### src/rtl/sipo_deser.sv
//------------------------------------------------------------------------------
// Module   : sipo_deser
// Brief    : Serial-in parallel-out deserializer with valid/ready output port.
//            Optional even-parity frame bit enabled by SIPO_DESER_PARITY_EN.
// Revision : 1.0 - initial release
//------------------------------------------------------------------------------
`default_nettype none

module sipo_deser #(
    parameter int WIDTH     = 4,
    parameter bit MSB_FIRST = 1'b0
) (
    input  logic                       clk,
    input  logic                       rst,
    input  logic                       sin,
    input  logic                       sin_valid,
    input  logic                       clear,
    output logic [WIDTH-1:0]           pout,
    output logic                       pout_valid,
    input  logic                       pout_ready,
    output logic                       overrun,
    output logic                       busy,
    output logic [$clog2(WIDTH+1)-1:0] bit_cnt,
    output logic                       parity_err
);

    localparam int CNT_W = $clog2(WIDTH+1);
`ifdef SIPO_DESER_PARITY_EN
    localparam int c_FRAME = WIDTH + 1;
`else
    localparam int c_FRAME = WIDTH;
`endif
    localparam logic [CNT_W-1:0] c_LAST = CNT_W'(c_FRAME - 1);

    typedef enum logic [0:0] {
        S_IDLE  = 1'b0,
        S_SHIFT = 1'b1
    } state_t;

    state_t           r_state;
    state_t           w_state_nxt;
    logic [WIDTH-1:0] r_shift;
    logic [WIDTH-1:0] w_shift_nxt;
    logic [WIDTH-1:0] w_shifted;
    logic [WIDTH-1:0] w_cand;
    logic [CNT_W-1:0] r_cnt;
    logic [CNT_W-1:0] w_cnt_nxt;
    logic             w_done;
    logic             w_load;
    logic [WIDTH-1:0] r_pout;
    logic             r_pout_valid;
    logic             r_overrun;

    generate
        if (MSB_FIRST) begin : g_msb_first
            assign w_shifted = {r_shift[WIDTH-2:0], sin};
        end else begin : g_lsb_first
            assign w_shifted = {sin, r_shift[WIDTH-1:1]};
        end
    endgenerate

    // With parity the final frame bit is not data, so the word is already complete in r_shift.
`ifdef SIPO_DESER_PARITY_EN
    assign w_cand = r_shift;
`else
    assign w_cand = w_shifted;
`endif

    always_comb begin
        w_state_nxt = r_state;
        w_cnt_nxt   = r_cnt;
        w_shift_nxt = r_shift;
        w_done      = 1'b0;
        if (clear) begin
            w_state_nxt = S_IDLE;
            w_cnt_nxt   = '0;
            w_shift_nxt = '0;
        end else if (sin_valid) begin
            case (r_state)
                S_IDLE: begin
                    w_state_nxt = S_SHIFT;
                    w_cnt_nxt   = CNT_W'(1);
                    w_shift_nxt = w_shifted;
                end
                S_SHIFT: begin
                    if (r_cnt == c_LAST) begin
                        w_done      = 1'b1;
                        w_state_nxt = S_IDLE;
                        w_cnt_nxt   = '0;
                        w_shift_nxt = '0;
                    end else begin
                        w_cnt_nxt   = r_cnt + CNT_W'(1);
                        w_shift_nxt = w_shifted;
                    end
                end
                default: begin
                    w_state_nxt = S_IDLE;
                    w_cnt_nxt   = '0;
                    w_shift_nxt = '0;
                end
            endcase
        end
    end

    always_ff @(posedge clk or posedge rst) begin
        if (rst) begin
            r_state <= S_IDLE;
            r_cnt   <= '0;
            r_shift <= '0;
        end else begin
            r_state <= w_state_nxt;
            r_cnt   <= w_cnt_nxt;
            r_shift <= w_shift_nxt;
        end
    end

    // A completed word is taken only if the output slot is free or being emptied this edge.
    assign w_load = w_done & (~r_pout_valid | pout_ready);

    always_ff @(posedge clk or posedge rst) begin
        if (rst) begin
            r_pout       <= '0;
            r_pout_valid <= 1'b0;
            r_overrun    <= 1'b0;
        end else begin
            if (w_load) begin
                r_pout <= w_cand;
            end
            if (w_load) begin
                r_pout_valid <= 1'b1;
            end else if (r_pout_valid && pout_ready) begin
                r_pout_valid <= 1'b0;
            end
            if (clear) begin
                r_overrun <= 1'b0;
            end else if (w_done && !w_load) begin
                r_overrun <= 1'b1;
            end
        end
    end

`ifdef SIPO_DESER_PARITY_EN
    logic r_parity_err;

    always_ff @(posedge clk or posedge rst) begin
        if (rst) begin
            r_parity_err <= 1'b0;
        end else if (w_load) begin
            r_parity_err <= ^{r_shift, sin};
        end
    end

    assign parity_err = r_parity_err;
`else
    assign parity_err = 1'b0;
`endif

    assign pout       = r_pout;
    assign pout_valid = r_pout_valid;
    assign overrun    = r_overrun;
    assign busy       = (r_cnt != '0);
    assign bit_cnt    = r_cnt;

endmodule

`default_nettype wire

### config.mk
export PLATFORM = sky130hd
export DESIGN_NAME = sipo_deser
export DESIGN_NICKNAME = d
export VERILOG_FILES = /design/src/rtl/sipo_deser.sv
export SDC_FILE = /design/constraint.sdc
export NUM_CORES = 1
export LEC_CHECK = 0
export CAP_MARGIN = 20
export CORE_AREA = 10 10 47 49
export CTS_CLUSTER_DIAMETER = 120
export DETAILED_ROUTE_END_ITERATION = 12
export DIE_AREA = 0 0 57 59
export PLACE_DENSITY = 0.74
export SKIP_LAST_GASP = 1
export SLEW_MARGIN = 5
export SYNTH_ARGS = -nofsm -noshare
export SYNTH_HDL_FRONTEND = slang
export SYNTH_SLANG_ARGS = --single-unit
### constraint.sdc
create_clock -name clk -period 2.2 [get_ports clk]
set_input_delay 0.44 -clock clk [delete_from_list [all_inputs] [get_ports clk]]
set_output_delay 0.44 -clock clk [all_outputs]
set_load 0.01 [all_outputs]
======== After elaboration in Yosys (flattened, before gate mapping) ========
Index checks and enable logic that the tools add are counted.
operators by class
  $add $sub $neg .......................... 1
  eq/ne operators ......................... 1
  mux-type cells .......................... 20
  bitwise operators ....................... 4
  reduce and logical (&&, ||, !) cells .... 7
operators by type and width
  operator                                             number
  two-way mux 4 bit                                    3
  two-way mux 1 bit                                    11
  two-way mux 3 bit                                    3
  one-hot mux 4 bit (2 select lines)                   1
  one-hot mux 3 bit (2 select lines)                   1
  nonzero test 2 bit                                   3
  adder 3 x 1 -> 3 bit, second input constant          1
  equality test 3 x 2 -> 1 bit, second input constant  1
  nonzero test 3 bit                                   1
  logical AND 1 bit                                    2
  NOT 1 bit                                            2
  one-hot mux 1 bit (2 select lines)                   1
  bitwise AND 1 bit                                    1
  zero test 1 bit                                      1
  bitwise OR 1 bit                                     1
word-level totals
  register bits ........................... 14
  output and inout bits ................... 11
  logic and storage cells ................. 39

======== Depth between registers and ports, before layout ========
  depth after elaboration ................. 10
  depth in mapped cells ................... 4
  depth with buffers taken out ............ 4

======== Least setup slack after synthesis ========
Ideal clock, no wire load.
  kind .................................... reg-to-reg
  from .................................... register r_cnt[0] (netlist: bit_cnt[0])
  to ...................................... register r_pout[3] (netlist: pout[3])
  setup time .............................. 0.125 ns
  data arrival time ....................... 1.361 ns
  required time ........................... 2.075 ns
  setup slack ............................. 0.714 ns
  stages on the path, launching flop included .. 5
  clock period less this slack ............ 1.486 ns
  cell sequence ........................... dfrtp_1 -> ha_1 -> and3b_2 -> and4b_4 -> mux2_2
on the way
  cells in the longest elaborated chain, start to end .. 6
ends and longest elaborated chain
  what                          RTL line  source
  start: declaration            46        logic [CNT_W-1:0] r_cnt;
  start signal: assignment      112       r_cnt <= w_cnt_nxt;
  equality test 3 x 2 -> 1 bit  86        if (r_cnt == c_LAST) begin
  two-way mux 1 bit             86
  two-way mux 1 bit             79        case (r_state)
  two-way mux 1 bit             78        end else if (sin_valid) begin
  two-way mux 1 bit             74        if (clear) begin
  bitwise AND 1 bit             118       assign w_load = w_done & (~r_pout_valid | pout_ready);
  end signal: assignment        127       r_pout <= w_cand;
  end: declaration              50        logic [WIDTH-1:0] r_pout;
Every way passes these cells.
A chain may end at the register's enable or synchronous reset.

======== Final worst setup path ========
  from .................................... register r_cnt[0] (netlist: bit_cnt[0])
  to ...................................... output busy
on the way
  cells in the longest elaborated chain, start to end .. 1
ends and longest elaborated chain
  what                RTL line  source
  nonzero test 3 bit  161       assign busy = (r_cnt != '0);
  end: declaration    22        output logic busy,
Every way passes these cells.

==> impl_results.md <==
* Status: finished, final reports clean
* TritonCTS clock tree: done
* Total negative slack at 0 ns
* Max Fclk at 504 MHz
* Largest cells by area after synthesis: dfrtp_1 57%, mux2_2 7.9%, ha_1 4.4%, a22o_2 3.5%, inv_1 3.3%
* Std cell rows at 14
* Initial DRC Count at 2
* Worst Slack Setup Final at 0.215 ns
* Commonest non-fill, non-tap cell in the layout: clkdlybuf4s50_1
* Min Hold Slack at ~0.46 ns
* Num Clock Sinks at 13
* WS Path Type: reg2out
* Core area at 1400 sq um
* Ratio of cells with drive above 1 in the final layout at 18.5%
* Syn Area/Cell at roughly 12 sq um
* Max-cap viol count at 0
* Clk_lat worst skew at 0.28 ns
* CTS Buffer Depth at 2
* PortBufs at 15
* Boundary Pins at 17
* Worst-path clk slew at 0.08 ns
* Crit path max fanout at 5
* Vias at 401
* Drt pass-1 iters at 2
* Worst min-delay path class: in2async
* Area of placed instances at 734 sq um
* Critical-path cell list: inv_1 -> ha_1 -> nand2b_1 -> clkdlybuf4s50_1
* DRT antenna net count at 0
* Post-CTS sizing at 0
* Clock root cell: clkbuf_4
* Post-CTS Setup Bufs at 0
* Final WL at roughly 1100 microns
* Grt ovf at 0
* Synth-to-Final Area Change at 33.0%
* LEAKAGE at 0.362 nW
* CP Capture Type: output pin
* Initial Util at around two fifths
* Final weighted congestion in routability-driven placement at 0.767
* Max VDD drop at about 0.00044 V
* Commonest non-fill, non-tap cells in the layout: 15 x clkdlybuf4s50_1, 13 x dfrtp_1, 5 x inv_1
* Crit path DAT at 1.55 ns
* N_diodes at 0
* Synth Register Bits at 13
* Pin count of the biggest net entering global routing at 14
* CTS Hold Buffers Added at 0
* Ys Warns at 0
* Pwr per Cell Area at 582 nW/um^2
* Final setup vio count at 0
* Via density at 4.95
* Vias in the first global route at between 400 and 500
* Top cell type's share of synthesized area at approximately 57%
* CTS H-tree depth at 1
* GRT Overall Usage at 7.44%
* Net Count, Synth at 55
* Nets at 74
* Hold Vio Cnt, Final at 0
* Required @ worst endpoint at between 1.5 and 2 ns
* Antenna violations before repair at 0
* Min cycle time layout at slightly below 2 ns
* Die X at 57 microns
* Area leader, netlist: dfrtp_1
* RSZ-0062 raised after global routing: false
* Slowest CP cell: clkdlybuf4s50_1
* Syn Inst Count at 47
* Crit path largest cell delay at 0.53 ns
* R2R cell count at 4
* Setup slack after placement at roughly 0.36 ns
* Post-DP HPWL at ~900 microns
* Skew final at 0.00658 ns
* Sequential area share after synthesis at 56.9%
* Wire per inst at 13.6 microns
* Num CTS Buffers at 3
* Final instance area at 761 sq um
* Die Ht at 59 microns
* Synth Cell Area at 572 sq um
* DRC at 0
* Die ar. at 3360 sq um
* Final period util at 90.2%
* Slew Viols, Final at 0
* First-pass GRT wire length at 1950 microns
* CP Launch Type: register
* Netlist cell types at 21
-- worst paths after layout --
check,start,end,slack (ns)
hold / removal,rst,r_state,0.46
setup reg to reg,bit_cnt[0],r_shift[2],0.61
hold reg to reg,r_shift[1],r_shift[1],0.51
max in group asynchronous,rst,pout[0],1.42
setup / recovery,bit_cnt[0],busy,0.21
min in group clk,r_shift[1],r_shift[1],0.51
-- cell families after synthesis --
group / Yosys count / synth area share [%]
mux: 4 / 7.88
buf+inv: 6 / 4.60
fa+ha+maj: 2 / 4.38
simple gates: 13 / 15.3
compound gates: 8 / 10.3
other cells: 1 / 0.656
flops: 13 / 56.9
-- metal layers --
layer	global-route usage [%]	vias to the layer above	part of all wire, %
met2	10.2	12	42
met5	0	-	0
li1	-	199	-
met3	4.29	4	9.5
met4	5.03	0	1.7
met1	8.50	186	47
-- power by group --
group	internal, W	switching, W	leakage, nW
clock	0.0000704	0.0000785	0.0150
sequential	0.000245	0.00000579	0.178
combinational	0.0000236	0.0000200	0.169
total	0.000339	0.000104	0.362
-- per-stage QoR --
step	util, %	std cells	total power (W)
finish	54.3	81	0.000443
global route	54.3	81	0.000466
CTS	54.3	81	0.000445
detailed placement	52.4	77	0.000300
global placement	52.4	77	0.000299
floorplan	-	47	0.000275
-- registers in the layout (all words and copies together), names as in the netlist --
| signal | flops |
|---|---|
| pout | 4 |
| bit_cnt | 3 |
| r_shift | 3 |
| overrun | 1 |
| pout_valid | 1 |
| r_state | 1 |
-- worst max-delay path: cells and delay by family, from the launching register on --
kind | cells | cell delay [ns]
and+or+nand+nor | 1 | 0.06
DFF | 1 | 0.42
buffers and inverters | 2 | 0.59
adders and majority gates | 1 | 0.19
-- cells in the mapped netlist (all sizes together) --
cell     n
nand2b   3
nand3b   1
inv      5
nand2    1
ha       2
o22ai    1
a22o     3
buf      1
and4b    1
and3b    2
dfrtp   13
o21ai    2
a21oi    1
a21o     1
conb     1
nor2     2
nor3b    1
mux2     4
nand3    2
-- final cells by class --
| cell class | instances | area, sq um |
|---|---|---|
| clock buffers | 4 | 26.3 |
| repair buffers | 15 | 150 |
| well taps | 16 | 20.0 |
| flip-flops and latches | 13 | 325 |
| inverters | 5 | 18.8 |
| fillers | 128 | 641 |
| multi-input cells | 28 | 220 |
No activity file was read; power rests on OpenSTA's default activity.
